`config.mk`:
```
export PLATFORM = sky130hd
export DESIGN_NAME = clock_display
export DESIGN_NICKNAME = d
export VERILOG_FILES = /design/src/rtl/clock_display.sv
export SDC_FILE = /design/constraint.sdc
export NUM_CORES = 1
export LEC_CHECK = 0
export ABC_AREA = 1
export ABC_CLOCK_PERIOD_IN_PS = 11800
export BUFFER_PORTS_ARGS = -buffer_cell sky130_fd_sc_hd__buf_4
export CORE_ASPECT_RATIO = 0.6
export CORE_MARGIN = 5
export CORE_UTILIZATION = 54
export DETAILED_ROUTE_END_ITERATION = 8
export PLACE_DENSITY_LB_ADDON = 0.08
export SETUP_SLACK_MARGIN = 0.15
export SLEW_MARGIN = 25
export SYNTH_ARGS = -nofsm -noshare
export SYNTH_HDL_FRONTEND = slang
export SYNTH_SLANG_ARGS = --single-unit
```
`constraint.sdc`:
```
create_clock -name clock -period 11.8 [get_ports clock]
set_input_delay 1.18 -clock clock [delete_from_list [all_inputs] [get_ports clock]]
set_output_delay 1.18 -clock clock [all_outputs]
set_load 0.02 [all_outputs]
```
`src/rtl/clock_display.sv`:
```
// Multiplexed six-digit HH:MM:SS seven-segment scanner with coherent per-scan snapshots.
// Optional CLOCK_DISPLAY_BLANK_EN blanks a leading zero in the hours-tens digit.
module clock_display #(
    parameter int SCAN_DIV = 50000
) (
    input  logic        clock,
    input  logic        reset,
    input  logic [31:0] io_count_sec,
    input  logic [31:0] io_count_min,
    input  logic [31:0] io_count_hrs,
    output logic [6:0]  io_seg,
    output logic        io_dp,
    output logic [5:0]  io_an
);

    localparam int PW = (SCAN_DIV > 1) ? $clog2(SCAN_DIV) : 1;

    logic [PW-1:0] r_presc;
    logic [2:0]    r_idx;
    logic [6:0]    r_snap_sec;
    logic [6:0]    r_snap_min;
    logic [6:0]    r_snap_hrs;

    logic          w_tick;
    logic          w_wrap;
    logic [6:0]    w_snap;
    logic [6:0]    w_digit;

    function automatic logic [6:0] clamp99(input logic [31:0] v);
        return (v > 32'd99) ? 7'd99 : v[6:0];
    endfunction

    function automatic logic [6:0] seg_encode(input logic [6:0] d);
        logic [6:0] s;
        case (d)
            7'd0:    s = 7'h3F;
            7'd1:    s = 7'h06;
            7'd2:    s = 7'h5B;
            7'd3:    s = 7'h4F;
            7'd4:    s = 7'h66;
            7'd5:    s = 7'h6D;
            7'd6:    s = 7'h7D;
            7'd7:    s = 7'h07;
            7'd8:    s = 7'h7F;
            7'd9:    s = 7'h6F;
            default: s = 7'h00;
        endcase
        return s;
    endfunction

    assign w_tick = (r_presc == PW'(SCAN_DIV - 1));
    assign w_wrap = w_tick && (r_idx == 3'd5);

    // NOTE: sequential state uses non-blocking assignments so every register samples pre-edge values.
    always_ff @(posedge clock or posedge reset) begin
        if (reset) begin
            r_presc <= '0;
        end else if (w_tick) begin
            r_presc <= '0;
        end else begin
            r_presc <= r_presc + PW'(1);
        end
    end

    always_ff @(posedge clock or posedge reset) begin
        if (reset) begin
            r_idx <= 3'd0;
        end else if (w_tick) begin
            r_idx <= w_wrap ? 3'd0 : r_idx + 3'd1;
        end
    end

    // Snapshots load on the same edge the index returns to 0, so digit 0 shows fresh data at once.
    always_ff @(posedge clock or posedge reset) begin
        if (reset) begin
            r_snap_sec <= 7'd0;
            r_snap_min <= 7'd0;
            r_snap_hrs <= 7'd0;
        end else if (w_wrap) begin
            r_snap_sec <= clamp99(io_count_sec);
            r_snap_min <= clamp99(io_count_min);
            r_snap_hrs <= clamp99(io_count_hrs);
        end
    end

    // NOTE: every always_comb output gets a default first so no path leaves it unassigned (no latch).
    always_comb begin
        w_snap = 7'd0;
        case (r_idx)
            3'd0, 3'd1: w_snap = r_snap_sec;
            3'd2, 3'd3: w_snap = r_snap_min;
            3'd4, 3'd5: w_snap = r_snap_hrs;
            default:    w_snap = 7'd0;
        endcase
    end

    // Odd slots show tens, even slots show ones.
    assign w_digit = r_idx[0] ? (w_snap / 7'd10) : (w_snap % 7'd10);

    always_comb begin
        io_an  = 6'b000001 << r_idx;
        io_dp  = (r_idx == 3'd2) || (r_idx == 3'd4);
        io_seg = seg_encode(w_digit);
`ifdef CLOCK_DISPLAY_BLANK_EN
        if ((r_idx == 3'd5) && (w_digit == 7'd0)) begin
            io_seg = 7'h00;
        end
`else
        io_seg = seg_encode(w_digit);
`endif
    end

endmodule

```
==> out/summary.txt <==
Status: complete, no violations
Die area: 7100 sq um
Routed wire length: 8780 um
Pint: 0.206 mW
Worst stage delay on the critical path: 0.49 ns
Worst hold slack: 0.468 ns
Setup TNS: 0 ns
Switch Pwr: 0.0548 mW
Ys async rst share: 100%
Combinational power share: 11.6%
Final net count: 632
Post-CTS setup buffer count: 0
Leakage: 2.08 nW
Critical-path top delay cell: dfrtp_1
TritonCTS Buffers: 5
Post-Syn Instances: 406
Yosys reg bits: 40
Routed length per instance: 14.9 um
RSZ-0062 raised after global routing: false
Final ANT Viol Nets: 0
N_diodes: 0
Share of the synthesized area in the top cell type: 33.9%
Total track usage: 24.9%
First-pass GRT wire length: 14,300 um
Number of DRC markers in iteration 0: 289
Setup WS pre-CTS: 6.38 ns
Post-synth top cells: nand2_1, nor2_1, inv_1
Die Wd: 105 um
Part of the power in the clock network: 35.9%
Root buffer cell: clkbuf_8
Share of cells above drive strength 1: 30.7%
Clock slew at reported path FFs: 0.08 ns
Pwr/cell area: 65.7 nW/um^2
Final worst setup slack: 5.99 ns
Syn Area/Cell: 7.28 sq um
Worst-Margin Slew: 0.886 ns
Flop pwr share: 52.5%
# fillers: 400
Synth Net Count: 517
Netlist Area Pre-Place: 2950 sq um
Most frequent cell after synthesis: nand2_1
Worst hold-check path type: flip-flop to flip-flop
Placement Cell Area: 3870 sq um
Crit path launch type: flip-flop
Via density: 5.45
Placed Cells: 580
Switching Share: 21.0%
Clk_skew: 0.00771 ns
H-tree levels: 2
Slew headroom: 40.8%
Core area: 5180 sq um
# DRC: 0
Grt ovf: 0
Pin count of the biggest net entering global routing: 41
Area grow syn2layout: 34.3%
Worst path required time: 10.62 ns
Initial core utilization: 57.0%
Row cnt: 20
Critical Path AT: 4.63 ns
CP Max Fanout: 12
Final hold vios: 0
Synth area leaders: dfrtp_1, nand2_1, nor2_1, inv_1, ha_1
Max clock buf depth: 2
Register area share after synthesis: 33.9%
Clk sinks: 40
Final Max Slew Viols: 0
Synth Flop Type: dfrtp_1
PortBufs: 111
Netlist cell types: 35
Hpwl dp: 7110 um
Crit. End Element: primary output
Final setup fails: 0
Worst skew pair latency: 0.29 ns
Yosys top cell by area: dfrtp_1
Die height: 67.3 um
Fin cells: 588
Post-synth EDFFs: 0
Post_cts resized: 0
# Max-Cap Violations: 0
TritonRoute pass-1 iters: 5
Worst VDD drop: 0.0000618 V
Initial antenna violation count: 0
Ports: 112
Via count: 3,207
TritonCTS clock tree: yes
Fmax: 0.172 GHz
Ys Warns: 0
Total power: 0.261 mW
Setup CP Type: flip-flop to primary output
Final Core Density: 76.6%
Crit path time final: 5.81 ns
Hold-fix buffers, CTS: 0
Vias in the first global route: 3,089
Final instance area: 3970 sq um
Fin crit share: 49.3%
Gpl congestion: 0.941
## cell families (layout without fill, tap and decap cells)
| kind of cell | count (synthesis) | after routing | share of synthesized area (%) |
|---|---|---|---|
| AND/OR/NAND/NOR | 246 | 246 | 41.5 |
| buffers and inverters | 63 | 179 | 8.01 |
| AO/OA/AOI/OAI | 40 | 40 | 9.87 |
| flip-flops | 40 | 40 | 33.9 |
| adder cells (fa/ha/maj) | 13 | 13 | 5.51 |
| XOR/XNOR | 4 | 4 | 1.19 |
## sequential cells by signal, indices dropped and copies added, names as in the netlist
signal	flops
r_idx	3
r_snap_sec	7
r_snap_hrs	7
r_presc	16
r_snap_min	7
## worst max-delay path, delay by kind of cell (launching register included)
kind	cells	cell delay, ns
DFF	1	0.49
adders and majority gates	3	0.65
AOI/OAI and AO/OA	1	0.37
and+or+nand+nor	20	1.97
buffers and inverters	8	0.89
## power by group through the flow
stage	Combinational [mW]	Sequential, mW	Clock, mW
floorplan	0.00411	0.140	0
global placement	0.0295	0.140	0
detailed placement	0.0302	0.140	0
CTS	0.0302	0.137	0.0960
global route	0.0328	0.137	0.102
finish	0.0301	0.137	0.0937
## layer usage
metal / track usage [%] / share of wire, % / vias to the layer above
li1: - / - / 1575
met1: 34.2 / 46 / 1456
met2: 41.0 / 44 / 161
met3: 5.73 / 8.8 / 15
met4: 4.75 / 0.97 / 0
met5: 0 / 0 / -
## path summary, 6_finish.rpt
check / from / endpoint / slack [ns] / cells past startpoint
worst max-delay path: r_idx[0] / io_seg[5] / 5.99 / 32
worst max register to register: r_idx[1] / r_snap_min[1] / 9.44 / 7
min in group asynchronous: reset / r_snap_min[4] / 1.02 / 3
worst min register to register: r_presc[0] / r_presc[0] / 0.47 / 1
worst min-delay path: r_presc[0] / r_presc[0] / 0.47 / 1
max in group asynchronous: reset / r_presc[14] / 10.45 / 3
## layout by cell type, fill, tap and decap left out, types with 3 or more instances in the layout
| cell type | n |
|---|---|
| nand2_2 | 12 |
| inv_1 | 51 |
| clkbuf_8 | 6 |
| nand3_1 | 32 |
| nand2_1 | 86 |
| nand3_2 | 6 |
| a2bb2oi_1 | 11 |
| o21ai_0 | 8 |
| inv_2 | 5 |
| o311ai_0 | 3 |
| nor2_1 | 57 |
| buf_4 | 113 |
| nand2_4 | 6 |
| ha_1 | 13 |
| xor2_1 | 4 |
| nand4_1 | 10 |
| nor3_1 | 11 |
| a21oi_1 | 7 |
| dfrtp_1 | 40 |
| nor4_1 | 14 |
## area by class of cell
type                       instances  area [sq um]  area share, %
clock inverter                     1          7.51          0.189
multi-input combinational        303          1720           43.4
tap                               66          82.6           2.08
timing repair buffer             113           848           21.4
clock buffer                       7          86.3           2.18
sequential                        40          1000           25.2
inverter                          58           218           5.49
Power figures use the tool's default switching activity.
